File: config.mk
export PLATFORM = sky130hd
export DESIGN_NAME = dmem_arbiter_flat
export DESIGN_NICKNAME = d
export VERILOG_FILES = /design/src/rtl/dmem_arbiter_if.sv /design/src/rtl/dmem_arbiter.sv /design/src/flat_wrapper.sv
export SDC_FILE = /design/constraint.sdc
export NUM_CORES = 1
export LEC_CHECK = 0
export BUFFER_PORTS_ARGS = -buffer_cell sky130_fd_sc_hd__buf_2
export CAP_MARGIN = 20
export CELL_PAD_IN_SITES_DETAIL_PLACEMENT = 0
export CELL_PAD_IN_SITES_GLOBAL_PLACEMENT = 1
export CORE_MARGIN = 5
export CORE_UTILIZATION = 36
export CTS_CLUSTER_DIAMETER = 100
export CTS_CLUSTER_SIZE = 40
export DETAILED_ROUTE_END_ITERATION = 8
export GPL_TIMING_DRIVEN = 0
export PLACE_DENSITY_LB_ADDON = 0.1
export SYNTH_ARGS = -nofsm -noshare
export SYNTH_HDL_FRONTEND = slang
export SYNTH_SLANG_ARGS = --single-unit
File: constraint.sdc
create_clock -name clk -period 3.7 [get_ports clk]
set_input_delay 0.37 -clock clk [delete_from_list [all_inputs] [get_ports clk]]
set_output_delay 0.37 -clock clk [all_outputs]
set_load 0.01 [all_outputs]
File: src/rtl/dmem_arbiter_if.sv
// Bus bundle for the data-memory arbiter: pipeline (LSU) port, debug/loader port and memory side.
// The slave modport is the arbiter's view; master is the requesters' and memory's view.
interface dmem_arbiter_if #(
    parameter int DM_ADDRESS = 9,
    parameter int DATA_W     = 32
);
    logic                  p_req;
    logic                  p_we;
    logic [DM_ADDRESS-1:0] p_addr;
    logic [DATA_W-1:0]     p_wdata;
    logic [2:0]            p_funct3;
    logic                  p_ready;
    logic [DATA_W-1:0]     p_rdata;
    logic                  p_stall;
    logic                  p_misalign;

    logic                  d_req;
    logic                  d_we;
    logic [DM_ADDRESS-1:0] d_addr;
    logic [DATA_W-1:0]     d_wdata;
    logic                  d_ready;
    logic [DATA_W-1:0]     d_rdata;

    logic [DM_ADDRESS-1:0] m_addr;
    logic [DATA_W-1:0]     m_wdata;
    logic [3:0]            m_wr;
    logic [DATA_W-1:0]     m_rdata;

    modport slave (
        input  p_req, p_we, p_addr, p_wdata, p_funct3,
        output p_ready, p_rdata, p_stall, p_misalign,
        input  d_req, d_we, d_addr, d_wdata,
        output d_ready, d_rdata,
        output m_addr, m_wdata, m_wr,
        input  m_rdata
    );

    modport master (
        output p_req, p_we, p_addr, p_wdata, p_funct3,
        input  p_ready, p_rdata, p_stall, p_misalign,
        output d_req, d_we, d_addr, d_wdata,
        input  d_ready, d_rdata,
        input  m_addr, m_wdata, m_wr,
        output m_rdata
    );
endinterface

File: src/rtl/dmem_arbiter.sv
// Two-port data-memory arbiter: round-robin between the pipeline LSU and a debug/loader port,
// with RISC-V byte/halfword/word store lane steering and load alignment/extension.
module dmem_arbiter #(
    parameter int DM_ADDRESS = 9,
    parameter int DATA_W     = 32
) (
    input logic           clk,
    input logic           reset,
    dmem_arbiter_if.slave bus
);

    typedef enum logic [1:0] {
        IDLE  = 2'd0,
        ISSUE = 2'd1,
        RESP  = 2'd2
    } state_t;

    localparam logic OWN_P = 1'b0;
    localparam logic OWN_D = 1'b1;

    state_t                state_q, state_d;
    logic                  rr_q, rr_d;
    logic                  owner_q, owner_d;
    logic                  we_q, we_d;
    logic [DM_ADDRESS-1:0] addr_q, addr_d;
    logic [DATA_W-1:0]     wdata_q, wdata_d;
    logic [2:0]            funct3_q, funct3_d;
    logic                  p_ready_q, p_ready_d;
    logic                  d_ready_q, d_ready_d;
    logic                  p_misalign_q, p_misalign_d;
    logic [DATA_W-1:0]     p_rdata_q, p_rdata_d;
    logic [DATA_W-1:0]     d_rdata_q, d_rdata_d;

    logic                  is_byte;
    logic                  is_half;
    logic                  misalign;
    logic [3:0]            lane_wr;
    logic [DATA_W-1:0]     lane_wdata;
    logic [DATA_W-1:0]     shifted;
    logic [DATA_W-1:0]     load_val;
    logic                  grant;

    // Store funct3 values outside SB/SH fall back to word; loads also decode LBU/LHU.
    always_comb begin
        is_byte = 1'b0;
        is_half = 1'b0;
        if (we_q) begin
            is_byte = (funct3_q == 3'b000);
            is_half = (funct3_q == 3'b001);
        end else begin
            is_byte = (funct3_q[1:0] == 2'b00);
            is_half = (funct3_q[1:0] == 2'b01);
        end

        misalign = is_half ? addr_q[0] : (!is_byte && (addr_q[1:0] != 2'b00));

        if (is_byte) begin
            lane_wr    = 4'b0001 << addr_q[1:0];
            lane_wdata = {(DATA_W/8){wdata_q[7:0]}};
        end else if (is_half) begin
            lane_wr    = addr_q[1] ? 4'b1100 : 4'b0011;
            lane_wdata = {(DATA_W/16){wdata_q[15:0]}};
        end else begin
            lane_wr    = 4'b1111;
            lane_wdata = wdata_q;
        end
    end

    always_comb begin
        shifted = bus.m_rdata >> {addr_q[1:0], 3'b000};
        case (funct3_q)
            3'b000:  load_val = {{(DATA_W-8){shifted[7]}}, shifted[7:0]};
            3'b100:  load_val = {{(DATA_W-8){1'b0}}, shifted[7:0]};
            3'b001:  load_val = {{(DATA_W-16){shifted[15]}}, shifted[15:0]};
            3'b101:  load_val = {{(DATA_W-16){1'b0}}, shifted[15:0]};
            default: load_val = shifted;
        endcase
        if (misalign) begin
            load_val = '0;
        end
    end

    always_ff @(posedge clk or posedge reset) begin
        if (reset) begin
            state_q      <= IDLE;
            rr_q         <= OWN_P;
            owner_q      <= OWN_P;
            we_q         <= 1'b0;
            addr_q       <= '0;
            wdata_q      <= '0;
            funct3_q     <= 3'b000;
            p_ready_q    <= 1'b0;
            d_ready_q    <= 1'b0;
            p_misalign_q <= 1'b0;
            p_rdata_q    <= '0;
            d_rdata_q    <= '0;
        end else begin
            state_q      <= state_d;
            rr_q         <= rr_d;
            owner_q      <= owner_d;
            we_q         <= we_d;
            addr_q       <= addr_d;
            wdata_q      <= wdata_d;
            funct3_q     <= funct3_d;
            p_ready_q    <= p_ready_d;
            d_ready_q    <= d_ready_d;
            p_misalign_q <= p_misalign_d;
            p_rdata_q    <= p_rdata_d;
            d_rdata_q    <= d_rdata_d;
        end
    end

    // Debug requests are latched as aligned word accesses so the shared datapath needs no special case.
    always_comb begin
        state_d      = state_q;
        rr_d         = rr_q;
        owner_d      = owner_q;
        we_d         = we_q;
        addr_d       = addr_q;
        wdata_d      = wdata_q;
        funct3_d     = funct3_q;
        p_ready_d    = 1'b0;
        d_ready_d    = 1'b0;
        p_misalign_d = 1'b0;
        p_rdata_d    = p_rdata_q;
        d_rdata_d    = d_rdata_q;
        grant        = OWN_P;

        case (state_q)
            IDLE: begin
                if (bus.p_req || bus.d_req) begin
                    if (bus.p_req && bus.d_req) begin
                        grant = rr_q;
                    end else begin
                        grant = bus.d_req ? OWN_D : OWN_P;
                    end
                    owner_d = grant;
                    rr_d    = ~grant;
                    state_d = ISSUE;
                    if (grant == OWN_P) begin
                        we_d     = bus.p_we;
                        addr_d   = bus.p_addr;
                        wdata_d  = bus.p_wdata;
                        funct3_d = bus.p_funct3;
                    end else begin
                        we_d     = bus.d_we;
                        addr_d   = bus.d_addr & {{(DM_ADDRESS-2){1'b1}}, 2'b00};
                        wdata_d  = bus.d_wdata;
                        funct3_d = 3'b010;
                    end
                end
            end
            ISSUE: begin
                state_d = RESP;
            end
            RESP: begin
                state_d = IDLE;
                if (owner_q == OWN_P) begin
                    p_ready_d    = 1'b1;
                    p_misalign_d = misalign;
                    if (!we_q) begin
                        p_rdata_d = load_val;
                    end
                end else begin
                    d_ready_d = 1'b1;
                    if (!we_q) begin
                        d_rdata_d = bus.m_rdata;
                    end
                end
            end
            default: begin
                state_d = IDLE;
            end
        endcase
    end

    assign bus.m_addr     = {addr_q[DM_ADDRESS-1:2], 2'b00};
    assign bus.m_wdata    = lane_wdata;
    assign bus.m_wr       = (state_q == ISSUE && we_q && !misalign) ? lane_wr : 4'b0000;
    assign bus.p_ready    = p_ready_q;
    assign bus.p_rdata    = p_rdata_q;
    assign bus.p_misalign = p_misalign_q;
    assign bus.p_stall    = bus.p_req && !p_ready_q;
    assign bus.d_ready    = d_ready_q;
    assign bus.d_rdata    = d_rdata_q;

endmodule

File: src/flat_wrapper.sv
// flat-port wrapper written by rule: the top's interface ports become plain ports
module dmem_arbiter_flat 
#(
    parameter int DM_ADDRESS = 9,
    parameter int DATA_W     = 32
)
  (clk, reset, bus_p_req, bus_p_we, bus_p_addr, bus_p_wdata, bus_p_funct3, bus_p_ready, bus_p_rdata, bus_p_stall, bus_p_misalign, bus_d_req, bus_d_we, bus_d_addr, bus_d_wdata, bus_d_ready, bus_d_rdata, bus_m_addr, bus_m_wdata, bus_m_wr, bus_m_rdata);
  dmem_arbiter_if #(.DM_ADDRESS(DM_ADDRESS), .DATA_W(DATA_W)) bus_i ();
  input logic clk;
  input logic reset;
  input wire logic [$bits(bus_i.p_req)-1:0] bus_p_req;
  input wire logic [$bits(bus_i.p_we)-1:0] bus_p_we;
  input wire logic [$bits(bus_i.p_addr)-1:0] bus_p_addr;
  input wire logic [$bits(bus_i.p_wdata)-1:0] bus_p_wdata;
  input wire logic [$bits(bus_i.p_funct3)-1:0] bus_p_funct3;
  output wire logic [$bits(bus_i.p_ready)-1:0] bus_p_ready;
  output wire logic [$bits(bus_i.p_rdata)-1:0] bus_p_rdata;
  output wire logic [$bits(bus_i.p_stall)-1:0] bus_p_stall;
  output wire logic [$bits(bus_i.p_misalign)-1:0] bus_p_misalign;
  input wire logic [$bits(bus_i.d_req)-1:0] bus_d_req;
  input wire logic [$bits(bus_i.d_we)-1:0] bus_d_we;
  input wire logic [$bits(bus_i.d_addr)-1:0] bus_d_addr;
  input wire logic [$bits(bus_i.d_wdata)-1:0] bus_d_wdata;
  output wire logic [$bits(bus_i.d_ready)-1:0] bus_d_ready;
  output wire logic [$bits(bus_i.d_rdata)-1:0] bus_d_rdata;
  output wire logic [$bits(bus_i.m_addr)-1:0] bus_m_addr;
  output wire logic [$bits(bus_i.m_wdata)-1:0] bus_m_wdata;
  output wire logic [$bits(bus_i.m_wr)-1:0] bus_m_wr;
  input wire logic [$bits(bus_i.m_rdata)-1:0] bus_m_rdata;
  assign bus_i.p_req = bus_p_req;
  assign bus_i.p_we = bus_p_we;
  assign bus_i.p_addr = bus_p_addr;
  assign bus_i.p_wdata = bus_p_wdata;
  assign bus_i.p_funct3 = bus_p_funct3;
  assign bus_p_ready = bus_i.p_ready;
  assign bus_p_rdata = bus_i.p_rdata;
  assign bus_p_stall = bus_i.p_stall;
  assign bus_p_misalign = bus_i.p_misalign;
  assign bus_i.d_req = bus_d_req;
  assign bus_i.d_we = bus_d_we;
  assign bus_i.d_addr = bus_d_addr;
  assign bus_i.d_wdata = bus_d_wdata;
  assign bus_d_ready = bus_i.d_ready;
  assign bus_d_rdata = bus_i.d_rdata;
  assign bus_m_addr = bus_i.m_addr;
  assign bus_m_wdata = bus_i.m_wdata;
  assign bus_m_wr = bus_i.m_wr;
  assign bus_i.m_rdata = bus_m_rdata;
  dmem_arbiter #(.DM_ADDRESS(DM_ADDRESS), .DATA_W(DATA_W)) u_core (.clk(clk), .reset(reset), .bus(bus_i));
endmodule
# Word-level counts from Yosys, hierarchy flattened
# Cells that the tools add are included.
# W data, S select, Z words.
# classes
add_sub_neg	0
multipliers	0
n_div	0
order_cmp	0
eq_ne	7
n_shift	2
n_mux	27
n_bitwise	3
n_reduce_logical	16
# op_table
operator	count
$mux W32	4
$pmux W32 S4	1
$shr A32 B5 Y32	1
$mux W4	4
$mux W1	14
$mux W9	1
$eq A3 B3 Y1 const B	2
$reduce_and A3 Y1	2
$logic_and A1 B1 Y1	5
$eq A2 B1 Y1 const B	2
$logic_not A2 Y1	2
$pmux W2 S2	1
$shl A1 B2 Y4 const A	1
$eq A3 B1 Y1 const B	1
$logic_not A1 Y1	3
$logic_not A3 Y1	1
$mux W3	1
$not A1 Y1	3
$eq A2 B2 Y1 const B	1
$mux W2	1
$ne A2 B1 Y1 const B	1
$reduce_and A2 Y1	1
$reduce_bool A2 Y1	1
$logic_or A1 B1 Y1	1
# word_totals
regBits	116
latchBits	0
mem_bits_rw	0
rom_bits	0
in_bits	123
n_memories	0

# Logic depth before layout (Yosys ltp)
# Gate-level depths: netlist (run 1).
# depth
word_depth	8
ltp_mapped	7
mapped_depth_nobuf	5

# Worst setup path after synthesis (run 1)
# No wires, ideal clock.
# synth_path
path_kind	flip-flop to output port
from	register u_core.funct3_q[0]
to	output port bus_m_wr[1]
arrival_ps	1498
slack_ps	1832
stages_incl_launch_ff	6
path_cell_list	dfrtp_1 > buf_6 > a211oi_4 > a2bb2oi_2 > nand3_1 > a21oi_1
# synth_via
elab_chain_cells	8
# synth_rtl
element	line	rtl
from (decl)	dmem_arbiter.sv:27	logic [2:0] funct3_q, funct3_d;
from (signal assigned)	dmem_arbiter.sv:104	funct3_q <= funct3_d;
$logic_not A3 Y1 / $logic_not A2 Y1 (equally long branches)	dmem_arbiter.sv:48, dmem_arbiter.sv:51	
$mux W1	dmem_arbiter.sv:47	if (we_q) begin
$logic_not A1 Y1	dmem_arbiter.sv:55	misalign = is_half ? addr_q[0] : (!is_byte && (addr_q[1:0] != 2'b00));
$logic_and A1 B1 Y1	dmem_arbiter.sv:55	
$mux W1	dmem_arbiter.sv:55	
$logic_not A1 Y1	dmem_arbiter.sv:179	assign bus.m_wr = (state_q == ISSUE && we_q && !misalign) ? lane_wr : 4'b0000;
$logic_and A1 B1 Y1	dmem_arbiter.sv:179	
$mux W4 *	dmem_arbiter.sv:179	
to (decl)	flat_wrapper.sv:28	output wire logic [$bits(bus_i.m_wr)-1:0] bus_m_wr;
# Every way passes the cells marked *; elsewhere a longest branch is shown, timed or not.

# Worst setup path in the final report (run 1)
# layout_path
from	register u_core.we_q
to	output port bus_m_wr[3]
# layout_via
elab_chain_cells	7
# layout_rtl
element	line	rtl
from (decl)	dmem_arbiter.sv:24	logic we_q, we_d;
from (signal assigned)	dmem_arbiter.sv:101	we_q <= we_d;
$mux W1	dmem_arbiter.sv:47	
$logic_not A1 Y1	dmem_arbiter.sv:55	
$logic_and A1 B1 Y1	dmem_arbiter.sv:55	
$mux W1	dmem_arbiter.sv:55	
$logic_not A1 Y1	dmem_arbiter.sv:179	
$logic_and A1 B1 Y1	dmem_arbiter.sv:179	
$mux W4 *	dmem_arbiter.sv:179	
# Marked as above.

==> results of run 1 <==
-- final timing paths --
check	start	to	slack, ns	cells after the start
hold reg to reg	u_core.bus.p_rdata[1]	u_core.bus.p_rdata[1]	0.47	2
min in group asynchronous	reset	u_core.bus.p_rdata[27]	0.51	3
hold / removal	bus_p_funct3[2]	u_core.funct3_q[2]	0.17	2
max in group asynchronous	reset	u_core.wdata_q[7]	2.46	4
setup reg to reg	u_core.we_q	u_core.bus.p_rdata[18]	1.59	6
setup / recovery	u_core.we_q	bus_m_wr[3]	0.99	6
-- layout make-up --
class	instances	share of cell area [%]
sequential	116	37.1
multi-input combinational	380	32.1
timing repair buffer	233	15.3
clock buffer	20	5.72
buffer	54	4.00
tap	216	3.46
clock inverter	12	1.99
inverter	5	0.304
-- cell families (layout without fill, tap and decap cells) --
logic type / Yosys count / after routing / synth area share (%)
AND/OR/NAND/NOR: 173 / 173 / 13.2
buffers and inverters: 59 / 324 / 5.78
multiplexers: 106 / 106 / 20.0
other: 1 / 2 / 0.0653
flip-flops: 116 / 116 / 50.6
AO/OA/AOI/OAI: 99 / 99 / 10.4
-- synthesized netlist by cell type, types with 7 or more instances --
library cell / instances
buf_4: 18
nand2_1: 108
clkbuf_1: 21
mux2i_1: 56
a21oi_1: 13
nand3_1: 34
mux2_2: 46
a221oi_1: 8
o21ai_1: 10
o31ai_1: 7
dfrtp_1: 116
buf_2: 10
o21ai_0: 51
nor2_1: 17
-- stage by stage --
stage               power (mW)  setup WS [ns]
floorplan                 4.32          0.258
global placement          5.62          -1.17
detailed placement        5.68           1.42
CTS                       7.36          0.978
global route              7.81          0.779
finish                    7.28          0.988
-- power by group through the flow --
stage / Sequential, mW / Combinational, mW / Clock [mW]
final: 2.28 / 3.32 / 1.67
after global placement: 2.28 / 3.33 / 0
after floorplan: 2.38 / 1.93 / 0
after global routing: 2.37 / 3.69 / 1.76
after detailed placement: 2.31 / 3.36 / 0
after CTS: 2.29 / 3.38 / 1.69
-- timing repair --
item                      in CTS  in global routing
resized for setup              0                  0
setup buffers                  0                  0
hold buffers                   1                  0
hold endpoints to repair      42                  0
-- critical path, stage by stage, from the launching register on --
cell       delay [ns]
dfrtp_1          0.37
buf_6            0.14
a211oi_4         0.57
a2bb2oi_2        0.34
nand3_1          0.19
a21oi_1          0.14
buf_2            0.18
-- sequential cells by signal, indices dropped and copies added, names as in the netlist --
signal,flops
u_core.owner_q,1
u_core.rr_q,1
u_core.wdata_q,32
u_core.we_q,1
u_core.bus.p_misalign,1
u_core.state_q,2
u_core.bus.d_ready,1
u_core.bus.p_ready,1
u_core.funct3_q,3
u_core.bus.p_rdata,32
u_core.addr_q,9
u_core.bus.d_rdata,32
-- routing by layer --
layer | vias to the layer above | global-route usage, % | routed length [um]
li1 | 2425 | - | -
met2 | 188 | 34.3 | 9200
met1 | 2388 | 24.6 | 7540
met4 | 2 | 5.94 | 255
met3 | 24 | 6.48 | 1400
met5 | - | 0 | 11
==> results.py, run 1 <==
metrics = {
    "yosys": {
        "synthFlopType": "dfrtp_1",
        "synthTopCellsByArea": "dfrtp_1 51%, mux2i_1 9.8%, mux2_2 9.0%",
        "ys_seq_elements": 116,
        "synth_top_area_cell": "dfrtp_1",
        "async_flop_share_pct": 100,
        "synth_top_area_share_pct": 50.6,
        "syn_area_sq_um": 5740,
        "syn_inst": 554,
        "yosysUniqueCellTypes": 37,
        "ys_seq_area_share_pct": 50.6,
        "syn_area_per_cell_sq_um": 10.4,
        "yosysWarnings": 0,
        "synth_edf_count": 0,
    },
    "timing": {
        "skew_ns": 0.00982,
        "fin_crit_ns": 2.71,
        "fin_crit_sh_pct": 73.3,
        "rsz0062_at_grt": "false",
        "hold_violations": 0,
        "slew_viol_final": 0,
        "fmaxAchievable_ghz": 0.369,
        "fin_setup_tns_ns": 0,
        "setup_viol": 0,
        "hold_ws_ns": 0.175,
        "max_slew_margin_pct": 35.2,
        "tightest_slew_ns": 0.964,
    },
    "clock_network": {
        "cts-root-buf": "clkbuf_16",
        "cts_buffers": 17,
        "cts_buffer_depth": 2,
        "htreeDepth": 4,
        "clk_latency_ns": 0.41,
        "cts_tree": "done",
        "clk_pin_slew_worst_paths_ns": 0.05,
        "clock-sinks": 116,
    },
    "power_and_ir_drop": {
        "intPower_mw": 4.39,
        "swShare_pct": 39.7,
        "switching_power_mw": 2.89,
        "clkPwrFrac_pct": 23.0,
        "ir_drop_v": 0.000477,
        "pwr-share-comb_pct": 45.6,
        "power_density_nw_per_um2": 931,
        "leakage_nw": 4.06,
        "p_seq_share_pct": 31.4,
    },
    "die": {
        "fp.dieArea_sq_um": 18600,
        "fp.dieH_um": 136,
        "num_rows": 46,
        "ios": 236,
        "chipWidth_um": 136,
        "start_util_pct": 36.4,
        "core_sq_um": 15800,
    },
    "finish": {
        "multi_input_area_sq_um": 2510,
        "fin_nets": 930,
        "regArea_sq_um": 2900,
        "fin_area_sq_um": 7810,
        "final_common_cell": "buf_2",
        "nFillCells": 1576,
        "final_cell_mix": "241 x buf_2, 116 x dfrtp_1, 108 x nand2_1",
        "antenna_cells": 0,
        "area_delta_synth_final_pct": 36.1,
        "utilization_pct": 49.5,
        "drive_gt1_share_pct": 42.4,
        "stdcell_count": 1036,
    },
    "setup_path": {
        "crit_fanout": 10,
        "cp.required_ns": 3.33,
        "start_kind": "flip-flop",
        "worstPathArrival_ns": 2.34,
        "crit_type": "reg -> out",
        "crit_path_end_kind": "primary output",
    },
    "drt": {
        "drt-pass1-iter-count": 5,
        "wirelength_mm": 18.4,
        "drc_errors": 0,
        "via_count": 5027,
        "drtAntennaViolNets": 0,
        "drt_iter0_drc": 201,
        "viasPerCell": 4.85,
        "drt-wirelength-per-cell_um": 17.8,
    },
    "min_path": {
        "min-delay-path-class": "in -> reg",
    },
    "placement": {
        "gp_congestion": 0.800,
        "io_buffers": 231,
        "place_area_sq_um": 7200,
        "dp.cells": 1003,
        "hpwl_mm": 14.3,
    },
    "job": {
        "max-cap-violations": 0,
    },
    "grt": {
        "antenna_found_initial": 1,
        "grt_overflow": 0,
        "grt_pass1_vias": 5243,
        "grt_max_degree": 75,
        "grt_pass1_wl_mm": 28.7,
        "track_usage_pct": 20.2,
    },
    "run_status": {
        "status": "finished clean",
    },
}
No activity file was read; power rests on OpenSTA's default activity.
==> run 2, diff against run 1 <==
- CORE_UTILIZATION: 36 -> 33
- clock period: 3.7 -> 2.2 ns (I/O delays scaled with it)
==> run 2 against run 1 <==
Sequential power grew 68%. Via count shrank 0.58%. Cell area grew 1.3%. Register-to-register slack lost 1.5 ns. Global-route usage shrank 0.89 points. Critical path depth shrank 1. Combinational power grew 72%. Routed wire length grew 3.9%. Cell count grew 1.3%. Count of clock-buffer cells in the layout grew 4. Critical path type unchanged. Critical endpoint is now bus_m_wdata[13]. Largest power group unchanged.
==> results.py, run 2 (synthesis gave the netlist of run 1 again) <==
metrics = {
    "die": {
        "ios": 236,
        "chipWidth_um": 142,
        "start_util_pct": 33.4,
        "num_rows": 48,
        "core_sq_um": 17200,
        "fp.dieH_um": 142,
        "fp.dieArea_sq_um": 20100,
    },
    "setup_path": {
        "crit_fanout": 9,
        "crit_path_end_kind": "primary output",
        "start_kind": "flip-flop",
        "cp_cell_sequence": "buf_6, a211oi_4, buf_6, mux2_2, buf_2",
        "cp.required_ns": 1.98,
        "critPathMaxStageDelay_ns": 0.38,
        "crit_type": "reg -> out",
        "worstPathArrival_ns": 1.95,
        "timing.critical_path.mode_cell": "buf_6",
        "slowest_stage": "dfrtp_1",
    },
    "timing": {
        "fmaxAchievable_ghz": 0.461,
        "rsz0062_at_grt": "true",
        "skew_ns": 0.00520,
        "fin_crit_sh_pct": 98.5,
        "hold_violations": 0,
        "tightest_slew_ns": 0.860,
        "slew_viol_final": 0,
        "fin_crit_ns": 2.17,
        "setup_viol": 0,
        "hold_ws_ns": 0.0282,
        "max_slew_margin_pct": 42.3,
    },
    "drt": {
        "drt-wirelength-per-cell_um": 18.2,
        "via_count": 4998,
        "drt_iter0_drc": 207,
        "drc_errors": 0,
        "viasPerCell": 4.76,
        "wirelength_mm": 19.1,
        "drt-pass1-iter-count": 4,
        "drtAntennaViolNets": 0,
    },
    "job": {
        "max-cap-violations": 0,
    },
    "grt": {
        "grt_max_degree": 32,
        "track_usage_pct": 19.3,
        "antenna_found_initial": 2,
        "grt_pass1_vias": 5390,
        "grt_overflow": 0,
        "grt_pass1_wl_mm": 29.8,
    },
    "placement": {
        "hpwl_mm": 14.9,
        "place_area_sq_um": 7240,
        "dp.cells": 1014,
        "gp_congestion": 0.861,
        "io_buffers": 231,
    },
    "power_and_ir_drop": {
        "ir_drop_v": 0.000739,
        "design_power_total_mw": 12.4,
        "leakage_nw": 4.13,
        "power_density_nw_per_um2": 1570,
    },
    "clock_network": {
        "cts_buffer_depth": 2,
        "clk_pin_slew_worst_paths_ns": 0.05,
        "clock-sinks": 116,
        "cts_buffers": 17,
        "cts_tree": "done",
        "cts-root-buf": "clkbuf_16",
        "htreeDepth": 4,
        "clk_latency_ns": 0.41,
    },
    "finish": {
        "multi_input_area_sq_um": 2530,
        "antenna_cells": 0,
        "utilization_pct": 46.1,
        "final_common_cell": "buf_2",
        "area_delta_synth_final_pct": 38.0,
        "final_cell_mix": "241 x buf_2, 116 x dfrtp_1, 108 x nand2_1",
        "fin_area_sq_um": 7920,
        "regArea_sq_um": 2900,
        "nFillCells": 1764,
        "fin_nets": 934,
        "stdcell_count": 1049,
        "drive_gt1_share_pct": 43.9,
    },
    "min_path": {
        "min-delay-path-class": "in -> reg",
    },
    "run_status": {
        "status": "finished clean",
    },
}
## run 2: power breakdown
group,total (mW),internal (mW),switching (mW)
registers,3.84,3.17,0.672
clock network,2.86,1.90,0.962
logic,5.70,2.48,3.22
total,12.4,7.55,4.85
## run 2: cell type report
type	count	share of cell area, %
plain buffers	53	4.03
well taps	225	3.56
multi-input cells	380	31.9
inverters	5	0.284
flip-flops and latches	116	36.7
clock inverters	8	1.55
clock buffers	24	6.21
repair buffers	238	15.8
## run 2: final timing paths
kind | from | to | cells after the start | slack [ns]
max | u_core.we_q | bus_m_wdata[13] | 5 | 0.03
min | bus_p_addr[0] | u_core.addr_q[0] | 2 | 0.03
max reg2reg | u_core.addr_q[1] | u_core.bus.p_rdata[24] | 6 | 0.11
min reg2reg | u_core.bus.p_rdata[0] | u_core.bus.p_rdata[0] | 2 | 0.47
max in group asynchronous | reset | u_core.wdata_q[7] | 5 | 0.94
min in group asynchronous | reset | u_core.bus.p_rdata[29] | 3 | 0.45
## run 2: routing by layer
metal | routed length (um) | GRT usage, % | part of all wire, %
met3 | 1330 | 5.53 | 6.9
met5 | 25 | 0 | 0.13
met1 | 7770 | 23.2 | 41
met2 | 9760 | 33.9 | 51
met4 | 248 | 5.30 | 1.3
## run 2: worst max-delay path: cells and delay by family, from the launching register on
family / cells / cell delay, ns
flip-flops: 1 / 0.38
AO/OA/AOI/OAI: 1 / 0.30
buffers and inverters: 3 / 0.51
multiplexers: 1 / 0.35
## run 2: what timing repair did
action                                 in CTS  in global routing
pin swaps                                   2                  1
setup buffers                               2                  1
resized for setup                           7                  9
hold buffers                                1                  0
endpoints found under the hold margin      27                  0
setup endpoints to repair                  24                 37
## run 2: stage by stage
step | setup TNS [ns] | setup WS, ns
2_1_floorplan | 0 | 0.482
3_3_place_gp | -32.97 | -0.292
3_5_place_dp | -0.142 | -0.0476
4_1_cts | 0 | 0.00337
5_1_grt | -0.181 | -0.0318
6_report | 0 | 0.0320
